**src/rtl/cordic_hyperbolic_iter_if.sv**
```systemverilog
// Operand/result handshake bundle for the hyperbolic CORDIC engine.
// The engine connects through the slave modport; the feeding block uses master.
interface cordic_hyperbolic_iter_if #(
   parameter int FIXED_WIDTH = 16
);
   logic                          in_valid;
   logic                          in_ready;
   logic                          mode;
   logic signed [FIXED_WIDTH-1:0] x_in;
   logic signed [FIXED_WIDTH-1:0] y_in;
   logic signed [FIXED_WIDTH-1:0] z_in;
   logic                          out_valid;
   logic                          out_ready;
   logic signed [FIXED_WIDTH-1:0] x_out;
   logic signed [FIXED_WIDTH-1:0] y_out;
   logic signed [FIXED_WIDTH-1:0] z_out;
   logic                          busy;

   modport master (
      output in_valid, mode, x_in, y_in, z_in, out_ready,
      input  in_ready, out_valid, x_out, y_out, z_out, busy
   );

   modport slave (
      input  in_valid, mode, x_in, y_in, z_in, out_ready,
      output in_ready, out_valid, x_out, y_out, z_out, busy
   );
endinterface

```
**src/rtl/cordic_hyperbolic_iter.sv**
```systemverilog
// Iterative hyperbolic CORDIC: one micro-rotation per clock, repeats at i = 4, 13, 40.
// Rotation mode drives z to 0 (cosh/sinh); vectoring mode drives y to 0 (atanh, K*sqrt).
module cordic_hyperbolic_iter #(
   parameter int FIXED_WIDTH = 16,
   parameter int FRAC_BITS   = 14,
   parameter int ITERATIONS  = 12
) (
   input logic                     clk,
   input logic                     rst,
   cordic_hyperbolic_iter_if.slave bus
);

   localparam int          W        = FIXED_WIDTH;
   localparam logic [5:0]  LAST_IDX = 6'(ITERATIONS);
   localparam logic [31:0] RND      = 32'd1 << (29 - FRAC_BITS);
   localparam int          SH       = 30 - FRAC_BITS;

   typedef enum logic [1:0] {IDLE, RUN, DONE} state_t;

   state_t              state_q, state_d;
   logic signed [W-1:0] x_q, y_q, z_q;
   logic signed [W-1:0] x_n, y_n, z_n;
   logic signed [W-1:0] x_sh, y_sh, t_i;
   logic signed [W-1:0] xo_q, yo_q, zo_q;
   logic [5:0]          idx_q;
   logic                rep_q, mode_q;
   logic                d_pos, need_rep, last;
   logic                in_ready, out_valid, busy;

   // round(atanh(2^-i) * 2^30); from i = 10 on this is exactly 2^(30-i)
   function automatic logic [31:0] atanh_master(input logic [5:0] i);
      case (i)
         6'd1:    return 32'd589812981;
         6'd2:    return 32'd274247419;
         6'd3:    return 32'd134923406;
         6'd4:    return 32'd67196451;
         6'd5:    return 32'd33565361;
         6'd6:    return 32'd16778582;
         6'd7:    return 32'd8388779;
         6'd8:    return 32'd4194325;
         6'd9:    return 32'd2097155;
         default: return (i <= 6'd30) ? (32'd1 << (6'd30 - i)) : 32'd1;
      endcase
   endfunction

   always_comb begin
      x_sh     = x_q >>> idx_q;
      y_sh     = y_q >>> idx_q;
      t_i      = W'((atanh_master(idx_q) + RND) >> SH);
      d_pos    = mode_q ? y_q[W-1] : ~z_q[W-1];
      x_n      = x_q - y_sh;
      y_n      = y_q - x_sh;
      z_n      = z_q + t_i;
      if (d_pos) begin
         x_n = x_q + y_sh;
         y_n = y_q + x_sh;
         z_n = z_q - t_i;
      end
      need_rep = ~rep_q && (idx_q == 6'd4 || idx_q == 6'd13 || idx_q == 6'd40);
      last     = (idx_q == LAST_IDX) && ~need_rep;
   end

   always_comb begin
      state_d   = state_q;
      in_ready  = 1'b0;
      out_valid = 1'b0;
      busy      = 1'b0;
      unique case (state_q)
         IDLE: begin
            in_ready = ~rst;
            if (bus.in_valid) state_d = RUN;
         end
         RUN: begin
            busy = 1'b1;
            if (last) state_d = DONE;
         end
         DONE: begin
            out_valid = 1'b1;
            if (bus.out_ready) state_d = IDLE;
         end
         default: state_d = IDLE;
      endcase
   end

   always_ff @(posedge clk) begin
      if (rst) begin
         state_q <= IDLE;
         x_q     <= '0;
         y_q     <= '0;
         z_q     <= '0;
         idx_q   <= '0;
         rep_q   <= 1'b0;
         mode_q  <= 1'b0;
         xo_q    <= '0;
         yo_q    <= '0;
         zo_q    <= '0;
      end else begin
         state_q <= state_d;
         if (state_q == IDLE && bus.in_valid) begin
            x_q    <= bus.x_in;
            y_q    <= bus.y_in;
            z_q    <= bus.z_in;
            mode_q <= bus.mode;
            idx_q  <= 6'd1;
            rep_q  <= 1'b0;
         end else if (state_q == RUN) begin
            x_q <= x_n;
            y_q <= y_n;
            z_q <= z_n;
            if (need_rep) begin
               rep_q <= 1'b1;
            end else begin
               rep_q <= 1'b0;
               idx_q <= idx_q + 6'd1;
            end
            // result registers only move on the final micro-iteration
            if (last) begin
               xo_q <= x_n;
               yo_q <= y_n;
               zo_q <= z_n;
            end
         end
      end
   end

   assign bus.in_ready  = in_ready;
   assign bus.out_valid = out_valid;
   assign bus.busy      = busy;
   assign bus.x_out     = xo_q;
   assign bus.y_out     = yo_q;
   assign bus.z_out     = zo_q;

endmodule

```
**src/flat_wrapper.sv**
```systemverilog
// flat-port wrapper written by rule: the top's interface ports become plain ports
module cordic_hyperbolic_iter_flat 
#(
   parameter int FIXED_WIDTH = 16,
   parameter int FRAC_BITS   = 14,
   parameter int ITERATIONS  = 12
)
  (clk, rst, bus_in_valid, bus_mode, bus_x_in, bus_y_in, bus_z_in, bus_out_ready, bus_in_ready, bus_out_valid, bus_x_out, bus_y_out, bus_z_out, bus_busy);
  cordic_hyperbolic_iter_if #(.FIXED_WIDTH(FIXED_WIDTH)) bus_i ();
  input logic clk;
  input logic rst;
  input wire logic [$bits(bus_i.in_valid)-1:0] bus_in_valid;
  input wire logic [$bits(bus_i.mode)-1:0] bus_mode;
  input wire logic [$bits(bus_i.x_in)-1:0] bus_x_in;
  input wire logic [$bits(bus_i.y_in)-1:0] bus_y_in;
  input wire logic [$bits(bus_i.z_in)-1:0] bus_z_in;
  input wire logic [$bits(bus_i.out_ready)-1:0] bus_out_ready;
  output wire logic [$bits(bus_i.in_ready)-1:0] bus_in_ready;
  output wire logic [$bits(bus_i.out_valid)-1:0] bus_out_valid;
  output wire logic [$bits(bus_i.x_out)-1:0] bus_x_out;
  output wire logic [$bits(bus_i.y_out)-1:0] bus_y_out;
  output wire logic [$bits(bus_i.z_out)-1:0] bus_z_out;
  output wire logic [$bits(bus_i.busy)-1:0] bus_busy;
  assign bus_i.in_valid = bus_in_valid;
  assign bus_i.mode = bus_mode;
  assign bus_i.x_in = bus_x_in;
  assign bus_i.y_in = bus_y_in;
  assign bus_i.z_in = bus_z_in;
  assign bus_i.out_ready = bus_out_ready;
  assign bus_in_ready = bus_i.in_ready;
  assign bus_out_valid = bus_i.out_valid;
  assign bus_x_out = bus_i.x_out;
  assign bus_y_out = bus_i.y_out;
  assign bus_z_out = bus_i.z_out;
  assign bus_busy = bus_i.busy;
  cordic_hyperbolic_iter #(.FIXED_WIDTH(FIXED_WIDTH), .FRAC_BITS(FRAC_BITS), .ITERATIONS(ITERATIONS)) u_core (.clk(clk), .rst(rst), .bus(bus_i));
endmodule
```
**config.mk**
```make
export PLATFORM = sky130hd
export DESIGN_NAME = cordic_hyperbolic_iter_flat
export DESIGN_NICKNAME = d
export VERILOG_FILES = /design/src/rtl/cordic_hyperbolic_iter_if.sv /design/src/rtl/cordic_hyperbolic_iter.sv /design/src/flat_wrapper.sv
export SDC_FILE = /design/constraint.sdc
export NUM_CORES = 1
export LEC_CHECK = 0
export ABC_AREA = 1
export BUFFER_PORTS_ARGS = -buffer_cell sky130_fd_sc_hd__buf_4
export CAP_MARGIN = 20
export CORE_MARGIN = 5
export CORE_UTILIZATION = 28
export CTS_CLUSTER_SIZE = 8
export DETAILED_ROUTE_END_ITERATION = 10
export GPL_TIMING_DRIVEN = 0
export HOLD_SLACK_MARGIN = 0.02
export PLACE_DENSITY = 0.46
export SLEW_MARGIN = 5
export SYNTH_ARGS = -nofsm -noshare
export SYNTH_HDL_FRONTEND = slang
export SYNTH_SLANG_ARGS = --single-unit
```
**constraint.sdc**
```tcl
create_clock -name clk -period 15.55 [get_ports clk]
set_clock_uncertainty 0.1 [all_clocks]
set_input_delay 1.555 -clock clk [delete_from_list [all_inputs] [get_ports clk]]
set_output_delay 1.555 -clock clk [all_outputs]
set_load 0.05 [all_outputs]
```
## Word-level counts from Yosys, hierarchy flattened

Index checks and enable logic that the tools add are counted.

| storage, ports and cells | value |
|---|---|
| logic and storage cells | 82 |
| input port bits | 53 |
| register bits after elaboration | 106 |

| cells by class | value |
|---|---|
| $lt $le $gt $ge | 1 |
| muxes and demuxes | 23 |
| add/sub/neg operators | 9 |
| shift-type cells | 3 |
| reduce and logical (&&, ||, !) cells | 12 |
| bitwise operators | 5 |
| equal/unequal tests | 18 |

Operators with widths:

| operator | number |
|---|---|
| $pmux W32 S9 | 1 |
| $mux W16 | 9 |
| $add A16 B16 Y16 | 3 |
| $sub A16 B16 Y16 | 3 |
| $add A32 B16 Y32 const B | 1 |
| $mux W32 | 1 |
| $shl A1 B6 Y32 const A | 1 |
| $sshr A16 B6 Y16 | 2 |
| $eq A6 B3 Y1 const B | 4 |
| $eq A6 B4 Y1 const B | 4 |
| $eq A6 B2 Y1 const B | 2 |
| $mux W1 | 8 |
| $add A6 B1 Y6 const B | 1 |
| $eq A6 B1 Y1 const B | 1 |
| $eq A6 B6 Y1 const B | 1 |
| $le A6 B5 Y1 const B | 1 |
| $mux W2 | 3 |
| $ne A2 B2 Y1 const B | 3 |
| $pmux W2 S3 | 1 |
| $reduce_and A3 Y1 | 2 |
| $sub A5 B6 Y6 const A | 1 |
| $not A1 Y1 | 5 |
| $reduce_and A2 Y1 | 2 |
| $logic_and A1 B1 Y1 | 3 |
| 7 further kinds | 8 |

## Longest topological paths before layout

Gate-level depths: netlist (run 1).

| logic depth | value |
|---|---|
| depth after elaboration | 9 |
| depth in mapped cells | 37 |
| gate-level depth less buffers | 35 |

## Least setup slack after synthesis (run 1)

No wires, ideal clock.

| path | value |
|---|---|
| path type | reg-to-reg |
| start | register u_core.idx_q[1] |
| end | register u_core.zo_q[15] (netlist: u_core.bus.z_out[15]) |
| required time | 15.341 ns |
| stages on the path, launching flop included | 36 |
| buffers on the path | 2 |
| library setup time | 0.109 ns |
| period minus slack after synthesis | 5.043 ns |
| path slack | 10.507 ns |
| data arrival time | 4.834 ns |
| cells stage by stage | dfxtp_1 -> buf_2 -> inv_1 -> clkbuf_1 -> ha_1 -> nand2_1 -> nor2_4 -> nor2_2 -> nand3_4 -> inv_4 -> o21ai_0 -> nand2_1 -> inv_1 -> ha_1 -> inv_1 -> nand3_1 -> nand2_1 -> inv_1 -> ha_1 -> nand2_1 -> a21oi_1 -> nand3_1 -> nand2_1 -> xnor2_1 -> ha_1 -> nand2_1 -> o31ai_1 -> a21boi_0 -> o21ai_0 -> a21oi_1 -> o21ai_0 -> nand3_2 -> nand2_1 -> nand2_1 -> nand2_1 -> inv_1 |

| between the ends | value |
|---|---|
| longest elaborated chain between the ends | 7 |
| elaborated cells on any way between the ends | 27 |
| those cells by class | add/sub (4); order compare (1); eq/ne (12); shift (1); mux (3); bitwise (1); reduce/logical (5) |

RTL lines:

| element | line | text |
|---|---|---|
| start: declaration | cordic_hyperbolic_iter.sv:25 | `logic [5:0] idx_q;` |
| start signal: assignment | cordic_hyperbolic_iter.sv:114 | `idx_q <= idx_q + 6'd1;` |
| $sub A5 B6 Y6 (tied with other cells) | cordic_hyperbolic_iter.sv:42 | `default: return (i <= 6'd30) ? (32'd1 << (6'd30 - i)) : 32'd1;` |
| $shl A1 B6 Y32 or $logic_or A1 B1 Y1 (tied branches) | cordic_hyperbolic_iter.sv:42, cordic_hyperbolic_iter.sv:59 |  |
| $mux W32 or $logic_or A1 B1 Y1 (tied branches) | cordic_hyperbolic_iter.sv:42, cordic_hyperbolic_iter.sv:59 |  |
| $pmux W32 S9 or $logic_and A1 B1 Y1 (tied branches) | cordic_hyperbolic_iter.sv:32, cordic_hyperbolic_iter.sv:59 |  |
| $add A32 B16 Y32 or $not A1 Y1 (tied branches) | cordic_hyperbolic_iter.sv:49, cordic_hyperbolic_iter.sv:60 |  |
| $add A16 B16 Y16 (tied with other cells) | cordic_hyperbolic_iter.sv:53 | `z_n = z_q + t_i;` |
| $mux W16 or $reduce_and A3 Y1 (tied branches) | - |  |
| end signal: assignment | cordic_hyperbolic_iter.sv:120 | `zo_q <= z_n;` |
| end: declaration | cordic_hyperbolic_iter.sv:24 | `logic signed [W-1:0] xo_q, yo_q, zo_q;` |

Several ways; a longest one is shown, not always the timed one.
A chain may end at the register's enable or synchronous reset.

## Worst setup path after layout (run 1)

| path | value |
|---|---|
| start | register u_core.idx_q[0] |
| end | register u_core.zo_q[15] (netlist: u_core.bus.z_out[15]) |

Same word-level chain as after synthesis.

==> results of run 1 <==
## layout make-up
class | instances | area share [%]
buffer | 75 | 3.287
clock buffer | 9 | 1.992
clock inverter | 7 | 0.7083
inverter | 140 | 4.714
multi-input combinational | 1261 | 58.65
sequential | 106 | 18.77
tap | 455 | 5.035
timing repair buffer | 103 | 6.839
## final timing paths
check	end	slack, ps	from	depth (start not counted)
worst max register to register	u_core.bus.z_out[15]	9040	u_core.idx_q[0]	35
worst min register to register	u_core.z_q[2]	360	u_core.z_q[2]	2
worst max-delay path	u_core.bus.z_out[15]	9040	u_core.idx_q[0]	35
worst min-delay path	u_core.z_q[2]	360	u_core.z_q[2]	2
## sequential cells by signal, summed over array words and instances (netlist names)
name,cells
u_core.bus.z_out,16
u_core.z_q,16
u_core.idx_q,6
u_core.mode_q,1
u_core.state_q,2
u_core.y_q,16
u_core.rep_q,1
u_core.x_q,16
u_core.bus.x_out,16
u_core.bus.y_out,16
## through the flow
step	util [%]	power (mW)	hold WS [ps]	cell area [sq um]	worst slack [ps]
after floorplan	-	1.030	329.9	9658	10510
after global placement	32.08	1.317	339.2	11000	9029
after detailed placement	32.08	1.314	355.2	11000	9008
after CTS	32.97	1.563	366.3	11310	8983
after global routing	32.97	1.691	390.2	11310	8156
final	32.97	1.553	364.1	11310	9043
## where the power goes
part           switching, mW  leakage [nW]  internal [mW]  total, mW
sequential            0.0310         0.865          0.300      0.331
combinational          0.651          4.35          0.329      0.980
clock                  0.127         0.146          0.115      0.242
total                  0.809          5.36          0.744       1.55
## cell families (layout without fill, tap and decap cells)
group	after synthesis	count (layout)	synth area share [%]
compound gates	285	285	16.84
buf+inv	215	334	9.367
flops	106	106	21.97
xor+xnor	77	77	7.061
simple gates	842	842	37.14
fa+ha+maj	57	57	7.618
## cells in the final DEF (no fill, tap or decap), drive strengths merged, types with 46 or more instances in the layout
master,instances
a21oi,91
a31oi,46
buf,133
clkbuf,54
dfxtp,106
ha,54
inv,139
nand2,511
nand3,144
nor2,153
o21ai,103
xor2,51
## worst min-delay path: cells and delay by family, from the launching register on
family / cells / cell delay, ps
flops: 1 / 320
buf+inv: 1 / 50
compound gates: 1 / 50
## routing by layer
layer | track usage [%] | vias up | share of wire (%)
met2 | 36.31 | 261 | 48
li1 | - | 5421 | -
met5 | 0 | - | 0
met4 | 3.724 | 0 | 1.4
met1 | 28.06 | 5101 | 46
met3 | 2.456 | 28 | 4.2
==> impl_summary.md, run 1 <==
Die
The die covers 38310 sq um. 104 I/O pins were placed. The die is approximately 200 um wide. The die height is 195.7 um. The starting utilization of the core area is 28.17%. The area of the core is 34290 sq um. The placement row count is 68.

Route
For this run, the detailed router's first-pass iteration total came to 5. The sum of routed wire length over all layers is 40410 um. The antenna violation net count after detailed routing is 0.

In this run, the number of DRC markers left after iteration 0 of detailed routing was 718. The DRC violation count after routing is 0. The final route contains 10810 vias. The routed length per instance is 18.74 um. After detailed routing, the number of vias per cell comes to 5.014.

CTS
The clock reaches the later pin of the worst-skew pair after roughly 370 ps. The number of hold buffers added after CTS was 0. The longest clock path from root to sink contains 2 buffers. The number of H-tree branching levels is 3. Post-CTS repair changed the size of 0 cells.

The number of clock sinks is about 110. After clock tree synthesis, the clock-pin slew on the worst setup and hold paths is 80 ps. The clock tree root driver cell is sky130_fd_sc_hd__clkbuf_16.

Buffers inserted during clock tree synthesis total 9. The number of setup buffers added after CTS is 0. TritonCTS built the clock tree.

Status
The flow ran to the end, and the final reports show no timing, DRC or antenna violations.

Global route
Global routing finished with a remaining overflow of 0. The number of global-route vias before repair is 10650. The initial antenna violation count came to 0.

The first-pass GRT wire length is just over 60000 um. The largest net degree at the start of global routing is 22. In the global route stage, overall resource usage came out at 20.83%.

Synthesis
The most common cell in the synthesized netlist is sky130_fd_sc_hd__nand2_1. In this run, synthesis produced a sequential element count of 106. The synthesized netlist occupies a cell area of 9658 sq um. In the synthesized netlist, the number of instances is 1582. The async set-reset flop share out of synthesis is 0%. The share of the Yosys chip area taken by registers is 21.97%. The average size of a mapped cell is just over 6 sq um. Ranked by instance count, the synthesized netlist is headed by sky130_fd_sc_hd__nand2_1 (500), sky130_fd_sc_hd__nor2_1 (140), sky130_fd_sc_hd__nand3_1 (138). During synthesis, Yosys emitted a total of 0 warnings.

Yosys attributes the largest share of cell area to sky130_fd_sc_hd__dfxtp_1 (22%), sky130_fd_sc_hd__nand2_1 (19%), sky130_fd_sc_hd__nand3_1 (7.2%). The synthesized design spends more area on one cell type than any other, namely sky130_fd_sc_hd__dfxtp_1. The top cell type by area accounts for 21.97% of the synthesized area.

Among all flip-flop cells after synthesis, the most frequent one is sky130_fd_sc_hd__dfxtp_1. The synthesized design contains 0 enable-type register cells. The number of nets handed over by synthesis was 1692. The number of different library cells used by synthesis comes to 52.

Layout
The footprint of the multi-input gates is 6631 sq um. The count of antenna diodes in the layout is 0. Of the cells placed in the final design, the portion with a size suffix greater than 1 is 11.41%. The net count of the finished layout is 1806. Relative to the synthesized area, the layout overhead comes to 17.06%. The total of fill cells in the finished design is 3871. In the final layout, flip-flops and latches occupy 2122 sq um.

The final cell count without fillers is 2156.

Pwr
The peak ir drop on the vdd network is 68.61 uV. For this design the static power due to leakage is roughly 5.4 nW. The power per standard cell area is 137.4 nW/um^2.

Worst setup path
Broken down by cell family, the worst path's largest delay share belongs to compound AO/OA/AOI/OAI gates. The number of buffers and inverters on the critical path is 9. The delay of the slowest cell on the worst path is 460 ps. Among the stages of the critical path, the cell type that occurs most often is sky130_fd_sc_hd__nand2_1. Along the worst path, the maximum fanout reaches 11.

The sort of element at the end of the critical path is a flop. The arrival time at the worst endpoint is 6680 ps. The critical path class is flop to flop. The largest individual stage delay along the critical path comes from the cell sky130_fd_sc_hd__clkbuf_1. STA puts the critical path data required time at about 16000 ps. The startpoint type of the worst setup path is a flop.

Timing
Setup repair after global routing left no endpoint under its margin. The clock period could shrink to 6507 ps. Setup violations remaining at the end of the flow were counted as 0. Timing would allow up to roughly 150 MHz. The post-route setup TNS is 0 ps. The hold violation count in the final report was 0. For the pin with the worst max-slew slack, the measured transition is 1044 ps. The number of pins exceeding their max-slew limit in the final report came to 0. After layout, the worst path uses 41.85% of the clock period.

The headroom to the max-slew limit is 29.70%.

Worst hold path
In this run the worst hold path is classified as flop to flop.

Placed design
Buffers placed on the I/O ports in this run total 103. The total instance count after detailed placement is 2140. Detailed placement finished with a half-perimeter wire length of ~33000 um. Routability-driven placement finished with a final weighted congestion of 0.9238.

Job
The count of max-cap constraint violations is 0.
Note: power is estimated with default switching activity, not from simulation.
==> run 2: changes to the inputs <==
--- a/config.mk
+++ b/config.mk
@@ -5,7 +5,7 @@
 export SDC_FILE = /design/constraint.sdc
 export NUM_CORES = 1
 export LEC_CHECK = 0
-export ABC_AREA = 1
+export ABC_AREA = 0
 export BUFFER_PORTS_ARGS = -buffer_cell sky130_fd_sc_hd__buf_4
 export CAP_MARGIN = 20
 export CORE_MARGIN = 5
==> constraint.sdc (replaced) <==
create_clock -name clk -period 6 [get_ports clk]
set_clock_uncertainty 0.1 [all_clocks]
set_input_delay 0.6 -clock clk [delete_from_list [all_inputs] [get_ports clk]]
set_output_delay 0.6 -clock clk [all_outputs]
set_load 0.05 [all_outputs]
==> run 2 against run 1 <==
Compared with the run above: via count shrank 3.9%; cell area grew 1.1%; final cell count shrank 15%; die area shrank 0.80%; sequential share of layout area shrank 0.19 points; first-iteration DRC count grew 16%; critical endpoint is now u_core.x_q[15]; largest cell class unchanged.
==> impl_summary.md, run 2 <==
Status
The flow ran to the end, and the final reports show no timing, DRC or antenna violations.

Timing
The post-route setup TNS was 0 ps (unchanged). Setup repair after global routing left no endpoint under its margin. The pin slew with the least headroom to its limit came to 939.9 ps (-103.7 ps).

The part of the cycle the worst path needs was 94.66% (+53 points). The headroom to the max-slew limit is 36.10% (+6.4 points). The hold violation count in the final report was 0 (unchanged). The count of final setup violators is 0 (unchanged). The number of pins exceeding their max-slew limit in the final report was 0 (unchanged).

The final critical-path required period is 5680 ps (-827.7 ps). The peak clock frequency supported by timing was 176.1 MHz (+15%).

Synthesis
The number of warning messages in the yosys log is 0 (unchanged). The post-synthesis instance total was 1265 (-20%). The commonest cells after synthesis are sky130_fd_sc_hd__nand2_1 (206), sky130_fd_sc_hd__a21oi_1 (142), sky130_fd_sc_hd__dfxtp_1 (106). The total standard cell area after synthesis is 9577 sq um (-0.84%). The number of flip-flops and latches in the synthesized netlist is 106 (unchanged). The post-synth net total is 1375 (-19%). The count of cell types in the netlist came to 83 (+60%). The proportion of synthesized chip area in sequential cells was 22.16% (+0.19 points). The average size of a mapped cell came to 7.571 sq um (+24%). The number of enable flip-flop cells after synthesis is 0 (unchanged). The async set-reset flop share out of synthesis is 0% (unchanged). The most common cell in the synthesized netlist is sky130_fd_sc_hd__nand2_1. Of all cell types, the one taking the most synthesized area is sky130_fd_sc_hd__dfxtp_1. Ranked by total cell area, the synthesized netlist is headed by sky130_fd_sc_hd__dfxtp_1 (22%), sky130_fd_sc_hd__nand2_1 (8.1%), sky130_fd_sc_hd__a21oi_1 (7.4%). The share of the synthesized area in the top cell type was 22.16% (+0.19 points). In the synthesized netlist the dominant register cell turns out to be sky130_fd_sc_hd__dfxtp_1.

CTS
The number of clock buffers inserted by TritonCTS is 9 (unchanged). The number of clock sinks is 106 (unchanged). The number of H-tree branching levels was 3 (unchanged). The maximum count of clock buffers along a single path came to 2 (unchanged). The clock transition time at the flip-flop clock pins of the worst setup and hold paths is 90 ps (about the same). TritonCTS built the clock tree. The hold-fix buffer count after cts came to 0 (unchanged). The insertion delay to the later sink of the worst-skew pair was 370 ps (about the same). The clock tree root driver cell is sky130_fd_sc_hd__clkbuf_16.

Route
The detailed-route via count is 10390 (-3.9%). The number of DRC violations after detailed-routing iteration 0 was 832 (+16%). The antenna violation net count after detailed routing is 0 (unchanged).

The routed length per instance came to 23.08 um (+23%). The DRC violation count after routing is 0 (unchanged). The via count normalized by instance count is 5.659 (+13%). The number of detailed-route iterations in the first pass was 6 (+1). The sum of routed wire length over all layers is 42380 um (+4.9%).

Worst setup path
The sort of element at the end of the critical path is a flop. The arrival time at the worst endpoint came to 5810 ps (-870 ps). The worst setup path is launched from a flop. The critical-path maximum fanout is 10 (-1). The required time reported for the critical path endpoint is 6130 ps (-9590 ps). The worst setup path is of the flop to flop kind. The most prevalent standard cell on the critical path is sky130_fd_sc_hd__o21ai_0. The slowest stage of the critical path belongs to the cell sky130_fd_sc_hd__clkbuf_1. The signal on the critical path passes through buf_2 > clkbuf_1 > inv_1 > nor2_1 > o2111ai_1 > o211ai_1 > and3_4 > and4bb_4 > and2_1 > nor3_1 > o21ai_0 > nand2_1 > ha_1 > or3_1 > o31ai_1 > o21ai_0 > a21o_1 > a21oi_1 > or4_1 > o211ai_2. The delay of the slowest cell on the worst path is 550 ps (+90 ps).

Layout
Leaving out fill and tap cells, the most frequent cell in the layout is sky130_fd_sc_hd__nand2_1. The total area of sequential cells is 2123 sq um (about the same). The post-layout utilization of the core came to 34.00% (+1.0 points).

Compared with the post-synthesis result, the final layout area differs by 19.36%. The library cells used most frequently in the layout, excluding fill and tap cells, are sky130_fd_sc_hd__nand2_1 (206), sky130_fd_sc_hd__a21oi_1 (140), sky130_fd_sc_hd__buf_4 (109). The fraction of layout instances using a drive strength above 1 is 16.14% (+4.7 points). The final cell count without fillers is 1836 (-15%). The total of fill cells in the finished design is 3668 (-5.2%).

The count of antenna diodes in the layout is 0 (unchanged). The footprint of the multi-input gates came to 7109 sq um (+7.2%). The net count reported at finish is 1493 (-17%).

Placed design
The routability congestion estimate is 1.024 (+11%). The final HPWL from detailed placement is 33380 um (+0.92%). The count of input and output buffers came to 103 (unchanged). The total instance count after detailed placement is 1816 (-15%).

Job
The count of max-cap constraint violations is 0 (unchanged).

Die
The placement row count is 67 (-1.5%). The overall die area was 38000 sq um (-0.80%). The die width is 194.9 um (-0.40%). The area of the core came to 33620 sq um (-2.0%).

The die height is 194.9 um (-0.40%). The starting utilization of the core area came to 28.49% (+0.32 points). The number of primary I/O pins came to 104 (unchanged).

Worst hold path
The worst min-delay path class is flop to flop.

Global route
The first-pass GRT wire length is 63580 um (+1.9%). The initial antenna violation count is 2 (+2). The largest net degree at the start of global routing is 20 (-9.1%). The number of global-route vias before repair is 10210 (-4.1%). The overflow left after global routing is 0 (unchanged). The global router's overall resource usage is 21.60% (+0.77 points).

Pwr
The power per standard cell area was 345.3 nW/um^2 (+150%). The standby leakage power is 4.492 nW (-16%). The power consumption is 3.947 mW (+150%). The peak ir drop on the vdd network was 197.1 uV (+190%).
## run 2: cell count changes after synthesis, sizes merged, moves of 22 or more
cell   previous run  this run
nor2            153        89
inv             136        26
xor2             51        29
nor3             10        34
nand3           144        28
a31oi            46        18
nand2           511       206
a21oi            91       142
a22oi             0        46
o21ai           103        43
xnor2            26        56
## run 2: worst max-delay path: cells and delay by family, from the launching register on
family	cells	cell delay [ps]
AOI/OAI and AO/OA	8	1920
adders and majority gates	1	230
buffers and inverters	3	1150
DFF	1	390
and+or+nand+nor	8	1750
## run 2: final cells by class
cell class / instances / share of cell area, %
plain buffers: 84 / 3.601
clock buffers: 10 / 2.003
clock inverters: 6 / 0.7115
inverters: 27 / 0.9194
multi-input cells: 1047 / 62.19
flip-flops and latches: 106 / 18.57
well taps: 448 / 4.904
repair buffers: 108 / 7.093
## run 2: what timing repair did
action / 4_1_cts / 5_1_grt
resized for setup: 9 / 33
buffers inserted: 0 / 5
pin swaps: 1 / 7
setup endpoints to repair: 12 / 22
## run 2: path summary, 6_finish.rpt
| check | startpoint | endpoint | slack, ps | cells past startpoint |
|---|---|---|---|---|
| worst max-delay path | u_core.idx_q[3] | u_core.x_q[15] | 320 | 20 |
| worst min-delay path | u_core.bus.x_out[0] | u_core.bus.x_out[0] | 360 | 2 |
| worst max register to register | u_core.idx_q[3] | u_core.x_q[15] | 320 | 20 |
| worst min register to register | u_core.bus.x_out[0] | u_core.bus.x_out[0] | 360 | 2 |
## run 2: report_power, final
| group | internal [mW] | switching [mW] | leakage [nW] |
|---|---|---|---|
| sequential | 0.776 | 0.144 | 0.865 |
| combinational | 0.964 | 1.41 | 3.47 |
| clock | 0.336 | 0.314 | 0.153 |
## run 2: metrics by stage
| step | area, sq um | setup WS, ps | hold WS [ps] |
|---|---|---|---|
| CTS | 11250 | 14.63 | 356.0 |
| floorplan | 9577 | 908.8 | 336.4 |
| detailed placement | 10910 | -374.4 | 343.5 |
| finish | 11430 | 320.4 | 355.7 |
| global route | 11430 | 14.88 | 370.7 |
| global placement | 10910 | -376.3 | 343.8 |
## run 2: kinds of logic (layout without fill, tap and decap cells)
logic type      Yosys count  in the layout  synth area share, %
simple gates            469            469                22.98
xor+xnor                 85             85                7.774
mux                      51             51                8.100
buf+inv                 112            235                5.187
fa+ha+maj                57             57                7.682
flops                   106            106                22.16
compound gates          385            385                26.12
## run 2: routing by layer
metal / track usage (%) / share of wire [%]
met2: 34.47 / 44
met1: 27.74 / 42
met4: 9.982 / 5.4
met5: 0 / 0.047
met3: 4.917 / 8.1
==> run 3: changes to the inputs <==
--- a/config.mk
+++ b/config.mk
@@ -7,14 +7,14 @@
 export LEC_CHECK = 0
 export ABC_AREA = 0
 export BUFFER_PORTS_ARGS = -buffer_cell sky130_fd_sc_hd__buf_4
-export CAP_MARGIN = 20
+export CAP_MARGIN = 10
 export CORE_MARGIN = 5
 export CORE_UTILIZATION = 28
 export CTS_CLUSTER_SIZE = 8
 export DETAILED_ROUTE_END_ITERATION = 10
 export GPL_TIMING_DRIVEN = 0
 export HOLD_SLACK_MARGIN = 0.02
-export PLACE_DENSITY = 0.46
+export PLACE_DENSITY_LB_ADDON = 0.25
 export SLEW_MARGIN = 5
 export SYNTH_ARGS = -nofsm -noshare
 export SYNTH_HDL_FRONTEND = slang
==> run 3 against run 2 <==
Compared with the run above: maximum frequency fell by 1.9%; clock-buffer cell count fell by 1; sequential power barely moved; cell area fell by 0.21%; worst setup slack got worse by 110 ps; routed wire length fell by 0.22%; core utilization fell by 0.071 points; clock power fell by 3.8%; via count rose by 0.31%; register-to-register slack got worse by 110 ps; worst hold slack improved by 2.2 ps; critical path depth rose by 4; critical path type unchanged; largest cell class unchanged.
==> impl_summary.md, run 3 (same netlist as run 2, synthesis figures left out) <==
Placed design
The final HPWL from detailed placement came to 33400 um (about the same). The placed instance area is 10910 sq um (unchanged). The routability congestion estimate is 0.9743 (-4.8%). The count of input and output buffers is 103 (unchanged). The pre-CTS setup slack is -372.8 ps (+1.584 ps).

Layout
The post-layout instance area came to 11410 sq um (-0.21%). In the layout the commonest cells are sky130_fd_sc_hd__nand2_1 (206), sky130_fd_sc_hd__a21oi_1 (138), sky130_fd_sc_hd__buf_4 (110). The fraction of layout instances using a drive strength above 1 is 15.99% (-0.14 points). The net count reported at finish is 1493 (unchanged).

The count of antenna diodes in the layout is 0 (unchanged). From synthesis to final layout, the design area changed by 19.11%. The most common cell after layout, fill and taps aside is sky130_fd_sc_hd__nand2_1.

Die
The number of primary I/O pins is 104 (unchanged). The area of the core came to 33620 sq um (unchanged). The die width was 194.9 um (unchanged). The die height came to 194.9 um (unchanged). The starting utilization of the core area came to 28.49% (unchanged). The placement row count was 67 (unchanged). The overall die area is 38000 sq um (unchanged).

Pwr
The part of the total power dissipated in combinational logic is 60.2% (about the same). The switching power share of the total is 47.87% (+0.46 points). The switching power was 1.860 mW (-0.61%).

The standby leakage power is 4.481 nW (-0.23%). The peak ir drop on the vdd network is 174.9 uV (-11%). The share of power burned in the clock network is 16.1% (-0.4 points). The power per standard cell area is 340.7 nW/um^2 (-1.4%). The internal power is 2.026 mW (-2.4%). The register share of total power was 23.7% (+0.4 points).

Timing
The pin slew with the least headroom to its limit was 1151 ps (+211.2 ps). The number of pins exceeding their max-slew limit in the final report is 0 (unchanged). The count of final setup violators is 0 (unchanged).

The peak clock frequency supported by timing came to 172.8 MHz (-1.9%). The final worst-path setup slack is 212.1 ps (-108.4 ps). The headroom to the max-slew limit is 22.67% (-13 points). The hold violation count in the final report was 0 (unchanged). The final critical-path required period is 5788 ps (+108.4 ps).

The worst slack on hold paths is 357.9 ps (+2.153 ps). The part of the cycle the worst path needs is 96.47% (+1.8 points). Setup repair after global routing could not meet its margin everywhere.

CTS
The number of clock buffers inserted by TritonCTS was 9 (unchanged). TritonCTS built the clock tree. The clock tree root driver cell is sky130_fd_sc_hd__clkbuf_16.

The hold-fix buffer count after cts is 0 (unchanged). The clock transition time at the flip-flop clock pins of the worst setup and hold paths is 90 ps (about the same). The insertion delay to the later sink of the worst-skew pair is 380 ps (about the same).

The maximum count of clock buffers along a single path is 2 (unchanged). The number of clock sinks came to 106 (unchanged). The number of H-tree branching levels was 3 (unchanged).

Global route
The overflow left after global routing was 0 (unchanged). The first-pass GRT wire length is 62650 um (-1.5%). The global router's overall resource usage is 21.08% (-0.51 points).

The number of global-route vias before repair came to 10020 (-1.9%). The largest net degree at the start of global routing is 22 (+10%). The initial antenna violation count came to 1 (-1).

Route
The sum of routed wire length over all layers was 42290 um (-0.22%). The detailed-route via count was 10420 (+0.31%). The number of DRC violations after detailed-routing iteration 0 is 939 (+13%). The via count normalized by instance count is 5.676 (+0.31%). The routed length per instance is 23.03 um (-0.22%). The antenna violation net count after detailed routing was 0 (unchanged). The number of detailed-route iterations in the first pass came to 6 (unchanged). The DRC violation count after routing was 0 (unchanged).

Worst setup path
The arrival time at the worst endpoint is 6010 ps (+200 ps). The startpoint type of the worst setup path is a flop. STA classifies the critical path endpoint as a flop.

The critical-path maximum fanout is 10 (unchanged). The required time reported for the critical path endpoint was 6220 ps (+90 ps). The critical path class is flop to flop.

Worst hold path
The min-delay analysis places its worst path in the category flop to flop.

Job
The count of max-cap constraint violations was 0 (unchanged).

Status
The flow ran to the end, and the final reports show no timing, DRC or antenna violations.
[run 3: through the flow]
stage	TNS [ps]	instances	util [%]	power (mW)
detailed placement	-1668	1816	32.46	3.167
global route	-41.94	1836	33.93	4.134
CTS	0	1832	33.47	3.818
finish	0	1836	33.93	3.886
floorplan	0	1265	-	2.549
global placement	-2039	1816	32.46	3.158
[run 3: power groups by stage]
| stage | Clock (mW) | Combinational (mW) | Sequential (mW) |
|---|---|---|---|
| floorplan | 0 | 1.70 | 0.854 |
| global placement | 0 | 2.23 | 0.931 |
| detailed placement | 0 | 2.24 | 0.932 |
| CTS | 0.637 | 2.26 | 0.917 |
| global route | 0.662 | 2.55 | 0.926 |
| finish | 0.625 | 2.34 | 0.922 |
[run 3: timing repair]
| action | CTS | global route |
|---|---|---|
| pin swaps | 0 | 7 |
| resized for setup | 9 | 37 |
| setup endpoints to repair | 16 | 19 |
| buffers inserted | 1 | 4 |
[run 3: final timing paths]
kind	start	cells after the start	slack (ps)	to
worst max-delay path	u_core.idx_q[0]	24	210	u_core.bus.y_out[15]
worst min-delay path	u_core.bus.z_out[12]	2	360	u_core.bus.z_out[12]
worst max register to register	u_core.idx_q[0]	24	210	u_core.bus.y_out[15]
worst min register to register	u_core.bus.z_out[12]	2	360	u_core.bus.z_out[12]
[run 3: worst max-delay path: stages, from the launching register on]
cell and delay (ps):
sky130_fd_sc_hd__dfxtp_2 410, sky130_fd_sc_hd__buf_8 180, sky130_fd_sc_hd__buf_12 170, sky130_fd_sc_hd__buf_8 180, sky130_fd_sc_hd__mux4_2 580, sky130_fd_sc_hd__o211ai_1 220
sky130_fd_sc_hd__o311ai_1 130, sky130_fd_sc_hd__a31oi_1 190, sky130_fd_sc_hd__buf_4 160, sky130_fd_sc_hd__or2_2 150, sky130_fd_sc_hd__ha_1 170, sky130_fd_sc_hd__nand2_1 100
sky130_fd_sc_hd__o21ai_1 190, sky130_fd_sc_hd__xnor2_1 180, sky130_fd_sc_hd__ha_1 280, sky130_fd_sc_hd__or2_2 300, sky130_fd_sc_hd__a21oi_2 170, sky130_fd_sc_hd__a21oi_1 80
sky130_fd_sc_hd__a2111o_1 410, sky130_fd_sc_hd__o31a_1 280, sky130_fd_sc_hd__a21o_1 240, sky130_fd_sc_hd__a21oi_2 220, sky130_fd_sc_hd__o21ai_1 140, sky130_fd_sc_hd__or4_1 410
sky130_fd_sc_hd__nand3_1 90
[run 3: area by class of cell]
type,instances,area [sq um]
tap,448,560.5
clock buffer,9,225.2
buffer,84,425.4
fill,3599,22210
sequential,106,2123
timing repair buffer,108,810.8
clock inverter,7,86.33
inverter,27,105.1
multi-input combinational,1047,7071
[run 3: routing by layer]
| metal | GRT usage (%) | up-vias | part of all wire, % |
|---|---|---|---|
| met4 | 4.939 | 2 | 2.7 |
| met3 | 3.030 | 59 | 6.7 |
| li1 | - | 4843 | - |
| met1 | 28.77 | 5058 | 44 |
| met5 | 0 | - | 0.031 |
| met2 | 35.30 | 460 | 46 |
